### src/rtl/ex_stage_pkg.sv
// Shared Y86 encodings, condition-code layout and the JXX/CMOVXX condition evaluator
// used by the execute stage and its ALU.
package ex_stage_pkg;

  localparam logic [3:0] I_HALT   = 4'h0;
  localparam logic [3:0] I_NOP    = 4'h1;
  localparam logic [3:0] I_CMOVXX = 4'h2;
  localparam logic [3:0] I_IRMOVL = 4'h3;
  localparam logic [3:0] I_RMMOVL = 4'h4;
  localparam logic [3:0] I_MRMOVL = 4'h5;
  localparam logic [3:0] I_OPL    = 4'h6;
  localparam logic [3:0] I_JXX    = 4'h7;
  localparam logic [3:0] I_CALL   = 4'h8;
  localparam logic [3:0] I_RET    = 4'h9;
  localparam logic [3:0] I_PUSHL  = 4'hA;
  localparam logic [3:0] I_POPL   = 4'hB;

  localparam logic [3:0] RNONE = 4'hF;

  localparam logic [3:0] A_ADD = 4'h0;
  localparam logic [3:0] A_SUB = 4'h1;
  localparam logic [3:0] A_AND = 4'h2;
  localparam logic [3:0] A_XOR = 4'h3;

  localparam logic [3:0] C_YES = 4'h0;
  localparam logic [3:0] C_LE  = 4'h1;
  localparam logic [3:0] C_L   = 4'h2;
  localparam logic [3:0] C_E   = 4'h3;
  localparam logic [3:0] C_NE  = 4'h4;
  localparam logic [3:0] C_GE  = 4'h5;
  localparam logic [3:0] C_G   = 4'h6;

  typedef struct packed {
    logic zf;
    logic sf;
    logic of;
  } cc_t;

  localparam cc_t CC_RESET = 3'b100;

  function automatic logic cond_eval(input cc_t cc, input logic [3:0] ifun);
    logic lt;
    logic res;
    lt = cc.sf ^ cc.of;
    case (ifun)
      C_YES:   res = 1'b1;
      C_LE:    res = lt | cc.zf;
      C_L:     res = lt;
      C_E:     res = cc.zf;
      C_NE:    res = ~cc.zf;
      C_GE:    res = ~lt;
      C_G:     res = ~lt & ~cc.zf;
      default: res = 1'b0;
    endcase
    return res;
  endfunction

endpackage

### src/rtl/ex_stage_if.sv
// Decode->execute and execute->memory channels, each a valid/ready handshake.
// master drives the payload and valid, slave drives ready.
interface dec_ex_if #(parameter int WIDTH = 32);
  logic             in_valid;
  logic             in_ready;
  logic [3:0]       icode_i;
  logic [3:0]       ifun_i;
  logic [WIDTH-1:0] valA_i;
  logic [WIDTH-1:0] valB_i;
  logic [WIDTH-1:0] valC_i;
  logic [3:0]       dstE_i;
  logic [3:0]       dstM_i;

  modport master (output in_valid, icode_i, ifun_i, valA_i, valB_i, valC_i, dstE_i, dstM_i,
                  input  in_ready);
  modport slave  (input  in_valid, icode_i, ifun_i, valA_i, valB_i, valC_i, dstE_i, dstM_i,
                  output in_ready);
endinterface

interface ex_mem_if #(parameter int WIDTH = 32);
  logic             out_valid;
  logic             out_ready;
  logic [WIDTH-1:0] valE_o;
  logic [WIDTH-1:0] valA_o;
  logic [3:0]       icode_o;
  logic [3:0]       dstE_o;
  logic [3:0]       dstM_o;
  logic             cnd_o;
  logic             err_o;

  modport master (output out_valid, valE_o, valA_o, icode_o, dstE_o, dstM_o, cnd_o, err_o,
                  input  out_ready);
  modport slave  (input  out_valid, valE_o, valA_o, icode_o, dstE_o, dstM_o, cnd_o, err_o,
                  output out_ready);
endinterface

### src/rtl/ex_stage_alu.sv
// Combinational execute ALU: valE selection, ZF/SF/OF of the result and illegal-ifun detection.
module ex_alu
  import ex_stage_pkg::*;
#(
  parameter int WIDTH      = 32,
  parameter int STACK_STEP = 4
) (
  input  logic [3:0]       icode,
  input  logic [3:0]       ifun,
  input  logic [WIDTH-1:0] a,
  input  logic [WIDTH-1:0] b,
  input  logic [WIDTH-1:0] c,
  output logic [WIDTH-1:0] r,
  output logic             zf,
  output logic             sf,
  output logic             of,
  output logic             err
);

  localparam logic [WIDTH-1:0] STEP = WIDTH'(STACK_STEP);
  localparam int MSB = WIDTH - 1;

  always_comb begin
    r   = '0;
    of  = 1'b0;
    err = 1'b0;
    case (icode)
      I_CMOVXX: begin
        if (ifun > C_G) err = 1'b1;
        else            r   = a;
      end
      I_IRMOVL:          r = c;
      I_RMMOVL, I_MRMOVL: r = b + c;
      I_OPL: begin
        case (ifun)
          A_ADD: begin
            r  = b + a;
            of = (a[MSB] == b[MSB]) && (r[MSB] != a[MSB]);
          end
          A_SUB: begin
            r  = b - a;
            of = (a[MSB] != b[MSB]) && (r[MSB] != b[MSB]);
          end
          A_AND:   r   = b & a;
          A_XOR:   r   = b ^ a;
          default: err = 1'b1;
        endcase
      end
      I_JXX:            err = (ifun > C_G);
      I_CALL, I_PUSHL:  r = b - STEP;
      I_RET, I_POPL:    r = b + STEP;
      default:          r = '0;
    endcase
  end

  assign zf = (r == '0);
  assign sf = r[MSB];

endmodule

### src/rtl/ex_stage.sv
// Registered Y86 execute stage: owns the CC register, resolves JXX/CMOVXX conditions
// against the pre-edge CC, and holds results in an output register behind valid/ready.
module ex_stage
  import ex_stage_pkg::*;
#(
  parameter int WIDTH      = 32,
  parameter int STACK_STEP = 4
) (
  input  logic     clk,
  input  logic     rst,
  input  logic     cc_inhibit,
  input  logic     flush,
  dec_ex_if.slave  dec,
  ex_mem_if.master mem
);

  logic [WIDTH-1:0] alu_r;
  logic             alu_zf, alu_sf, alu_of, alu_err;

  ex_alu #(.WIDTH(WIDTH), .STACK_STEP(STACK_STEP)) u_alu (
    .icode (dec.icode_i),
    .ifun  (dec.ifun_i),
    .a     (dec.valA_i),
    .b     (dec.valB_i),
    .c     (dec.valC_i),
    .r     (alu_r),
    .zf    (alu_zf),
    .sf    (alu_sf),
    .of    (alu_of),
    .err   (alu_err)
  );

  logic             out_valid_q, out_valid_d;
  logic [WIDTH-1:0] valE_q, valE_d;
  logic [WIDTH-1:0] valA_q, valA_d;
  logic [3:0]       icode_q, icode_d;
  logic [3:0]       dstE_q, dstE_d;
  logic [3:0]       dstM_q, dstM_d;
  logic             cnd_q, cnd_d;
  logic             err_q, err_d;
  cc_t              cc_q, cc_d;

  logic in_ready, accept, is_cond, cnd_now, cc_we;
  logic [3:0] dstE_now;

  assign in_ready     = ~out_valid_q | mem.out_ready;
  assign dec.in_ready = in_ready;
  assign accept       = dec.in_valid & in_ready;

  always_comb begin
    is_cond  = (dec.icode_i == I_JXX) || (dec.icode_i == I_CMOVXX);
    cnd_now  = is_cond & ~alu_err & cond_eval(cc_q, dec.ifun_i);
    // A false CMOVXX and any illegal-ifun instruction must not write a register.
    dstE_now = (alu_err || ((dec.icode_i == I_CMOVXX) && !cnd_now)) ? RNONE : dec.dstE_i;
    cc_we    = accept & ~flush & ~cc_inhibit & (dec.icode_i == I_OPL) & ~alu_err;
  end

  always_comb begin
    out_valid_d = out_valid_q;
    valE_d      = valE_q;
    valA_d      = valA_q;
    icode_d     = icode_q;
    dstE_d      = dstE_q;
    dstM_d      = dstM_q;
    cnd_d       = cnd_q;
    err_d       = err_q;
    cc_d        = cc_q;
    if (accept && flush) begin
      out_valid_d = 1'b0;
    end else if (accept) begin
      out_valid_d = 1'b1;
      valE_d      = alu_r;
      valA_d      = dec.valA_i;
      icode_d     = dec.icode_i;
      dstE_d      = dstE_now;
      dstM_d      = dec.dstM_i;
      cnd_d       = cnd_now;
      err_d       = alu_err;
    end else if (mem.out_ready) begin
      out_valid_d = 1'b0;
    end
    if (cc_we) cc_d = '{zf: alu_zf, sf: alu_sf, of: alu_of};
  end

  always_ff @(posedge clk) begin
    if (!rst) begin
      out_valid_q <= 1'b0;
      valE_q      <= '0;
      valA_q      <= '0;
      icode_q     <= I_NOP;
      dstE_q      <= RNONE;
      dstM_q      <= RNONE;
      cnd_q       <= 1'b0;
      err_q       <= 1'b0;
      cc_q        <= CC_RESET;
    end else begin
      out_valid_q <= out_valid_d;
      valE_q      <= valE_d;
      valA_q      <= valA_d;
      icode_q     <= icode_d;
      dstE_q      <= dstE_d;
      dstM_q      <= dstM_d;
      cnd_q       <= cnd_d;
      err_q       <= err_d;
      cc_q        <= cc_d;
    end
  end

  assign mem.out_valid = out_valid_q;
  assign mem.valE_o    = valE_q;
  assign mem.valA_o    = valA_q;
  assign mem.icode_o   = icode_q;
  assign mem.dstE_o    = dstE_q;
  assign mem.dstM_o    = dstM_q;
  assign mem.cnd_o     = cnd_q;
  assign mem.err_o     = err_q;

endmodule

### src/flat_wrapper.sv
// flat-port wrapper written by rule: the top's interface ports become plain ports
module ex_stage_flat import ex_stage_pkg::*;
#(
  parameter int WIDTH      = 32,
  parameter int STACK_STEP = 4
)
  (clk, rst, cc_inhibit, flush, dec_in_valid, dec_icode_i, dec_ifun_i, dec_valA_i, dec_valB_i, dec_valC_i, dec_dstE_i, dec_dstM_i, dec_in_ready, mem_out_valid, mem_valE_o, mem_valA_o, mem_icode_o, mem_dstE_o, mem_dstM_o, mem_cnd_o, mem_err_o, mem_out_ready);
  dec_ex_if #(.WIDTH(WIDTH)) dec_i ();
  ex_mem_if #(.WIDTH(WIDTH)) mem_i ();
  input  logic clk;
  input  logic rst;
  input  logic cc_inhibit;
  input  logic flush;
  input wire logic [$bits(dec_i.in_valid)-1:0] dec_in_valid;
  input wire logic [$bits(dec_i.icode_i)-1:0] dec_icode_i;
  input wire logic [$bits(dec_i.ifun_i)-1:0] dec_ifun_i;
  input wire logic [$bits(dec_i.valA_i)-1:0] dec_valA_i;
  input wire logic [$bits(dec_i.valB_i)-1:0] dec_valB_i;
  input wire logic [$bits(dec_i.valC_i)-1:0] dec_valC_i;
  input wire logic [$bits(dec_i.dstE_i)-1:0] dec_dstE_i;
  input wire logic [$bits(dec_i.dstM_i)-1:0] dec_dstM_i;
  output wire logic [$bits(dec_i.in_ready)-1:0] dec_in_ready;
  output wire logic [$bits(mem_i.out_valid)-1:0] mem_out_valid;
  output wire logic [$bits(mem_i.valE_o)-1:0] mem_valE_o;
  output wire logic [$bits(mem_i.valA_o)-1:0] mem_valA_o;
  output wire logic [$bits(mem_i.icode_o)-1:0] mem_icode_o;
  output wire logic [$bits(mem_i.dstE_o)-1:0] mem_dstE_o;
  output wire logic [$bits(mem_i.dstM_o)-1:0] mem_dstM_o;
  output wire logic [$bits(mem_i.cnd_o)-1:0] mem_cnd_o;
  output wire logic [$bits(mem_i.err_o)-1:0] mem_err_o;
  input wire logic [$bits(mem_i.out_ready)-1:0] mem_out_ready;
  assign dec_i.in_valid = dec_in_valid;
  assign dec_i.icode_i = dec_icode_i;
  assign dec_i.ifun_i = dec_ifun_i;
  assign dec_i.valA_i = dec_valA_i;
  assign dec_i.valB_i = dec_valB_i;
  assign dec_i.valC_i = dec_valC_i;
  assign dec_i.dstE_i = dec_dstE_i;
  assign dec_i.dstM_i = dec_dstM_i;
  assign dec_in_ready = dec_i.in_ready;
  assign mem_out_valid = mem_i.out_valid;
  assign mem_valE_o = mem_i.valE_o;
  assign mem_valA_o = mem_i.valA_o;
  assign mem_icode_o = mem_i.icode_o;
  assign mem_dstE_o = mem_i.dstE_o;
  assign mem_dstM_o = mem_i.dstM_o;
  assign mem_cnd_o = mem_i.cnd_o;
  assign mem_err_o = mem_i.err_o;
  assign mem_i.out_ready = mem_out_ready;
  ex_stage #(.WIDTH(WIDTH), .STACK_STEP(STACK_STEP)) u_core (.clk(clk), .rst(rst), .cc_inhibit(cc_inhibit), .flush(flush), .dec(dec_i), .mem(mem_i));
endmodule
### config.mk
export PLATFORM = sky130hd
export DESIGN_NAME = ex_stage_flat
export DESIGN_NICKNAME = d
export VERILOG_FILES = /design/src/rtl/ex_stage_pkg.sv /design/src/rtl/ex_stage_if.sv /design/src/rtl/ex_stage_alu.sv /design/src/rtl/ex_stage.sv /design/src/flat_wrapper.sv
export SDC_FILE = /design/constraint.sdc
export NUM_CORES = 1
export LEC_CHECK = 0
export BUFFER_PORTS_ARGS = -buffer_cell sky130_fd_sc_hd__buf_2
export CAP_MARGIN = 30
export CELL_PAD_IN_SITES_DETAIL_PLACEMENT = 1
export CELL_PAD_IN_SITES_GLOBAL_PLACEMENT = 2
export CORE_UTILIZATION = 35
export DETAILED_ROUTE_END_ITERATION = 12
export HOLD_SLACK_MARGIN = 0.12
export MAX_ROUTING_LAYER = met4
export PLACE_DENSITY = 0.87
export SYNTH_ARGS = -nofsm -noshare
export SYNTH_HDL_FRONTEND = slang
export SYNTH_HIERARCHICAL = 1
export SYNTH_SLANG_ARGS = --single-unit
### constraint.sdc
create_clock -name clk -period 9.8 [get_ports clk]
set_input_delay 0 -clock clk [delete_from_list [all_inputs] [get_ports clk]]
set_output_delay 0 -clock clk [all_outputs]
set_load 0.03 [all_outputs]
==> reports/qor.yml, run 1 <==
crit_fanout: 22
grt_pass1_vias: 15100
post_synth.cell_area_avg_um2: 6.82
r2r_start: "u_core/mem.out_valid"
hold_path.class: "in -> reg"
fin_worst_skew_ps: 15.8
portBuffers: 197
max_freq_mhz: 207
netlist.area_leader.share_pct: 13.5
setup_ws_ps: 4960
drt_iter0_drc: 1698
p_leak_nw: 5.75
dpl.hpwl_mm: 51.3
yosys.area.top_type: "dfxtp_1"
io_pins: 198
drive_above_1_share_pct: 14.9
yosysSeqAreaShare_pct: 13.5
crit_start: "dec_icode_i[3]"
place_congestion: 1.04
final_util_pct: 41.9
switchingPower_uw: 687
chipHeight_um: 189
timing.final.crit_share_pct: 49.4
cts_resized: 0
wl_per_cell_um: 27.6
nNetsFinal: 2160
stdcell_count: 2393
cts_sinks: 82
clk_latency_ps: 380
rows: 67
tns_ps: 0
intPower_uw: 797
grt_pass1_wl_mm: 97.6
cts_tree: "yes"
p_comb_share_pct: 50.0
cts-root-to-sink-buffers: 2
vias_per_cell: 6.55
final_cell_mix: "nand2_1 (264), a21oi_1 (203), buf_2 (198), nor2_1 (126), ha_1 (99)"
post_cts.repair.setup_buffers: 0
rsz0062_at_grt: "no"
status: "finished clean"
antenna_cells: 0
required_ps: 10120
postRouteAntennaNets: 0
switching_share_pct: 46.3
crit_path_end_kind: "flop"
postPlaceCellArea_um2: 13300
synth.area.top_cells: "dfxtp_1 (13%), ha_1 (10%), a21oi_1 (8.3%)"
fp.dieW_um: 189
grt_remaining_overflow: 0
finalMaxSlewViolations: 0
ys.warnings.count: 6
synthFlopType: "dfxtp_1"
synth-async-reset-ratio_pct: 0
core-area_um2: 33900
h-tree-depth: 3
fillers: 4399
setup_viol_count_final: 0
clkTransAtPathRegs_ps: 80
synth_fp_nets: 2007
powerDensity_nw_per_um2: 105
max_slew.worst_pin.slew_ps: 1150
first_pass_iters: 7
slew_headroom_pct: 22.8
drc_errors: 0
final-seq-area_um2: 1640
arrival_ps: 5160
critPathLaunchType: "input pin"
fin_area_um2: 14200
worstHoldStart: "mem_out_ready"
pre_cts_ws_ps: 5050
ir_drop_v: 0.000123
wl_mm: 66.2
multi_input_area_um2: 9730
cap_violations: 0
p_clk_share_pct: 26.1
num_vias: 15700
antenna_found_initial: 0
area_growth_pct: 16.5
numCtsBuffers: 9
path_class: "in -> reg"
start_util_pct: 36.0
grt_max_degree: 77
period_needed_ps: 4840
synthCells: 1787
globalRouteTotalUtil_pct: 37.4
layout_commonest_cell: "nand2_1"
seqPwrFrac_pct: 23.9
ys_seq_elements: 82
synth_cell_types: 102
dp_cells: 2322
cts_root_buf: "clkbuf_16"
die-area_um2: 35600
hold_viol: 0
synth-edff-count: 0
synth_area_um2: 12200
worst max-delay path: stages:
cell and delay, ps:
dlygate4sd3_1 520, buf_2 370, and3b_1 230, buf_4 290, xnor2_1 160, ha_1 270, nand4_1 340, or3_1 520
nor4_1 310, o211ai_1 180, mux2_2 270, o2111ai_1 150, a221oi_1 330, o21ai_0 250, nor4b_1 470, nand4b_1 150
nor2_1 170, a311o_1 170
synth_stat cells, drive strengths merged, types with 14 or more instances:
library cell and n:
o21ai 88, inv 81, xor2 22, nor2b 14, nor2 127, a222oi 14
nand4 24, buf 32, o211ai 21, a211oi 25, mux2i 20, nor3 49
o21bai 14, nor4 30, a31oi 30, o21a 15, dfxtp 82, a21o 34
xnor2 46, a21oi 203, or3 18, clkbuf 93, ha 99, a221oi 16
and3 15, nand2 265, nand3 53
registers in the layout, summed over array words and instances, names as in the netlist:
register / count
u_core/mem.valE_o: 32
u_core/mem.err_o: 1
u_core/cc_q: 3
u_core/mem.dstM_o: 4
u_core/mem.dstE_o: 4
u_core/mem.cnd_o: 1
u_core/mem.out_valid: 1
u_core/mem.icode_o: 4
u_core/mem.valA_o: 32
power groups by stage:
stage	clock network, mW	logic (mW)	registers [mW]
after floorplan	0	0.421	0.390
after detailed placement	0	0.694	0.363
final	0.387	0.742	0.355
after CTS	0.397	0.714	0.355
after global placement	0	0.688	0.362
after global routing	0.407	0.783	0.357
metrics by stage:
step,hold WS (ps),power (mW)
detailed placement,223,1.06
global route,184,1.55
floorplan,124,0.811
global placement,213,1.05
CTS,152,1.47
finish,169,1.48
metal layers:
metal / part of all wire [%] / vias up / global-route usage [%]
met4: 2.7 / 0 / 10.6
met2: 42 / 846 / 54.3
met5: 0 / - / -
li1: - / 6957 / -
met1: 46 / 7765 / 52.8
met3: 8.8 / 114 / 6.00
layout make-up:
cell class	instances	share of cell area, %
timing repair buffer	267	11.6
clock inverter	6	0.503
clock buffer	10	1.68
tap	448	3.95
multi-input combinational	1499	68.6
sequential	82	11.6
inverter	81	2.14
worst paths after layout:
check | slack [ps] | cells past startpoint | endpoint
hold / removal | 170 | 4 | u_core/mem.out_valid
setup / recovery | 4960 | 18 | u_core/cc_q[2]
setup reg to reg | 7440 | 5 | u_core/mem.valE_o[22]
hold reg to reg | 450 | 2 | u_core/mem.valE_o[4]
cell families after synthesis:
family	count (synthesis)	share of synthesized area, %
AOI/OAI and AO/OA	629	34.8
xor gates and xnor gates	68	4.95
adders and majority gates	102	10.7
buffers and inverters	206	7.00
DFF	82	13.5
muxes	26	2.29
and+or+nand+nor	674	26.9
repair_timing:
item,in CTS,in global routing
endpoints found under the hold margin,48,0
hold buffers,54,0
endpoints found under the setup margin,0,0
(Power assumes the default switching activity.)
==> run 2: changes to the inputs <==
--- a/config.mk
+++ b/config.mk
@@ -9,11 +9,11 @@
 export CAP_MARGIN = 30
 export CELL_PAD_IN_SITES_DETAIL_PLACEMENT = 1
 export CELL_PAD_IN_SITES_GLOBAL_PLACEMENT = 2
-export CORE_UTILIZATION = 35
+export CORE_UTILIZATION = 32
 export DETAILED_ROUTE_END_ITERATION = 12
 export HOLD_SLACK_MARGIN = 0.12
 export MAX_ROUTING_LAYER = met4
-export PLACE_DENSITY = 0.87
+export PLACE_DENSITY = 0.81
 export SYNTH_ARGS = -nofsm -noshare
 export SYNTH_HDL_FRONTEND = slang
 export SYNTH_HIERARCHICAL = 1
==> constraint.sdc (replaced) <==
create_clock -name clk -period 4.91 [get_ports clk]
set_input_delay 0 -clock clk [delete_from_list [all_inputs] [get_ports clk]]
set_output_delay 0 -clock clk [all_outputs]
set_load 0.03 [all_outputs]
==> run 2 against run 1 <==
Compared with the run above: clock skew up 8.4 ps; cell count is 4.6% higher; first-iteration DRC count grew 2.9%; via count about the same; die area grew 9.3%; core utilization fell by 3.1 points; critical path depth fell by 1; sequential cell count stayed put; global-route usage down 2.5 points; count of clock-buffer cells in the layout increased by 1.
==> reports/qor.yml, run 2 (same netlist as run 1, synthesis figures left out) <==
timing.final.crit_share_pct: 93.1
cts_root_buf: "clkbuf_16"
grt_pass1_vias: 15100
fp.dieW_um: 197
finalMaxSlewViolations: 0
globalRouteTotalUtil_pct: 34.9
crit_path_end_kind: "flop"
num_vias: 15700
chipHeight_um: 197
io_pins: 198
drc_errors: 0
drive_above_1_share_pct: 16.9
layout_commonest_cell: "nand2_1"
antenna_found_initial: 1
die-area_um2: 38900
power_mw: 2.98
powerDensity_nw_per_um2: 204
setup_viol_count_final: 0
hold_viol: 0
final_cell_mix: "nand2_1 (264), a21oi_1 (203), buf_2 (197), nor2_1 (126), ha_1 (99)"
max_freq_mhz: 219
seqPwrFrac_pct: 23.7
fin_worst_skew_ps: 24.2
first_pass_iters: 7
max_stage_delay_ps: 630
hold_path.class: "in -> reg"
tns_ps: 0
portBuffers: 197
core-area_um2: 37600
cap_violations: 0
cts_sinks: 82
cts_tree: "yes"
vias_per_cell: 6.27
required_ps: 5240
rows: 71
cpMaxStageDelayCell: "nor4_1"
wl_per_cell_um: 26.9
p_comb_share_pct: 50.8
postRouteAntennaNets: 0
cts-root-to-sink-buffers: 2
h-tree-depth: 3
clk_latency_ps: 390
max_slew.worst_pin.slew_ps: 888
drt_iter0_drc: 1748
start_util_pct: 32.4
period_needed_ps: 4570
nNetsFinal: 2207
cp_top_family: "simple AND/OR/NAND/NOR gates"
switchingPower_mw: 1.37
ir_drop_v: 0.000175
p_leak_nw: 5.97
cp_num_buf_inv: 2
rsz0062_at_grt: "no"
crit_fanout: 6
post_cts.repair.setup_buffers: 0
grt_max_degree: 77
grt_pass1_wl_mm: 98.2
intPower_mw: 1.61
p_clk_share_pct: 25.5
worstPathCellList: "dlygate4sd3_1 -> buf_2 -> and3b_1 -> xnor2_1 -> ha_1 -> nor4_1 -> nand2_1 -> o311ai_0 -> a21boi_0 -> o211a_1 -> mux2i_1 -> and3_1 -> o211ai_1 -> nor4b_1 -> nand4b_1 -> nor2_1 -> a311o_1"
grt_remaining_overflow: 0
wl_mm: 67.2
slew_headroom_pct: 40.2
arrival_ps: 4900
path_class: "in -> reg"
switching_share_pct: 45.9
critPathLaunchType: "input pin"
busiest_layer: "met2"
use_met2_pct: 52.8
grt_util_met3_pct: 4.01
dpl.hpwl_mm: 53.1
area_growth_pct: 19.8
antenna_cells: 0
numCtsBuffers: 9
clkTransAtPathRegs_ps: 80
grt_use_met1_pct: 49.4
place_congestion: 1.02
status: "finished clean"
==> run 2: cell count changes in the layout (fill, tap and decap cells not counted), sizes merged <==
cell / change
dlygate4sd3: -4
clkbuf: +1
inv: -2
clkinv: -1
buf: +51
clkinvlp: +2
==> run 2: what timing repair did <==
item | 4_1_cts | 5_1_grt
gates resized for setup | 0 | 0
hold buffers | 50 | 0
endpoints found under the hold margin | 47 | 0
==> run 2: power groups by stage <==
stage,clock network (mW),registers [mW],logic (mW)
floorplan,0,0.779,0.840
global placement,0,0.721,1.42
detailed placement,0,0.723,1.43
CTS,0.776,0.707,1.47
global route,0.799,0.710,1.61
finish,0.759,0.707,1.51
==> run 2: metrics by stage <==
step	instance area, um2	std cells	util (%)	hold slack (ps)	worst slack [ps]
5_1_grt	14600	2503	38.8	148	241
6_report	14600	2503	38.8	142	339
4_1_cts	14600	2503	38.8	127	535
3_5_place_dp	13800	2437	36.7	219	606
3_3_place_gp	13800	2437	36.7	212	658
2_1_floorplan	12200	1787	-	124	1140
==> run 2: tightest hold or removal path, cell delays in order <==
cell and delay (ps):
buf_2 110, buf_4 210, nand2_1 90, a21oi_1 60
==> run 2: path summary, 6_finish.rpt <==
| kind | to | slack (ps) | startpoint | cells after the start |
|---|---|---|---|---|
| max | u_core/cc_q[2] | 340 | dec_icode_i[3] | 17 |
| min | u_core/mem.icode_o[2] | 140 | dec_icode_i[2] | 4 |
| max reg2reg | u_core/mem.dstM_o[3] | 2380 | u_core/mem.out_valid | 6 |
| min reg2reg | u_core/mem.valE_o[8] | 450 | u_core/mem.valE_o[8] | 2 |
==> run 2: layout make-up <==
class                   instances  area, um2
clock buffers                  11        243
clock inverters                 5       61.3
fillers                      4837      23000
inverters                      81        304
multi-input cells            1499       9710
flip-flops and latches         82       1640
well taps                     511        639
repair buffers                314       1990
==> run 2: routing by layer <==
| metal | share of wire (%) | up-vias |
|---|---|---|
| met1 | 47 | 7839 |
| li1 | - | 7053 |
| met2 | 44 | 704 |
| met4 | 2.0 | 0 |
| met5 | 0 | - |
| met3 | 7.3 | 88 |
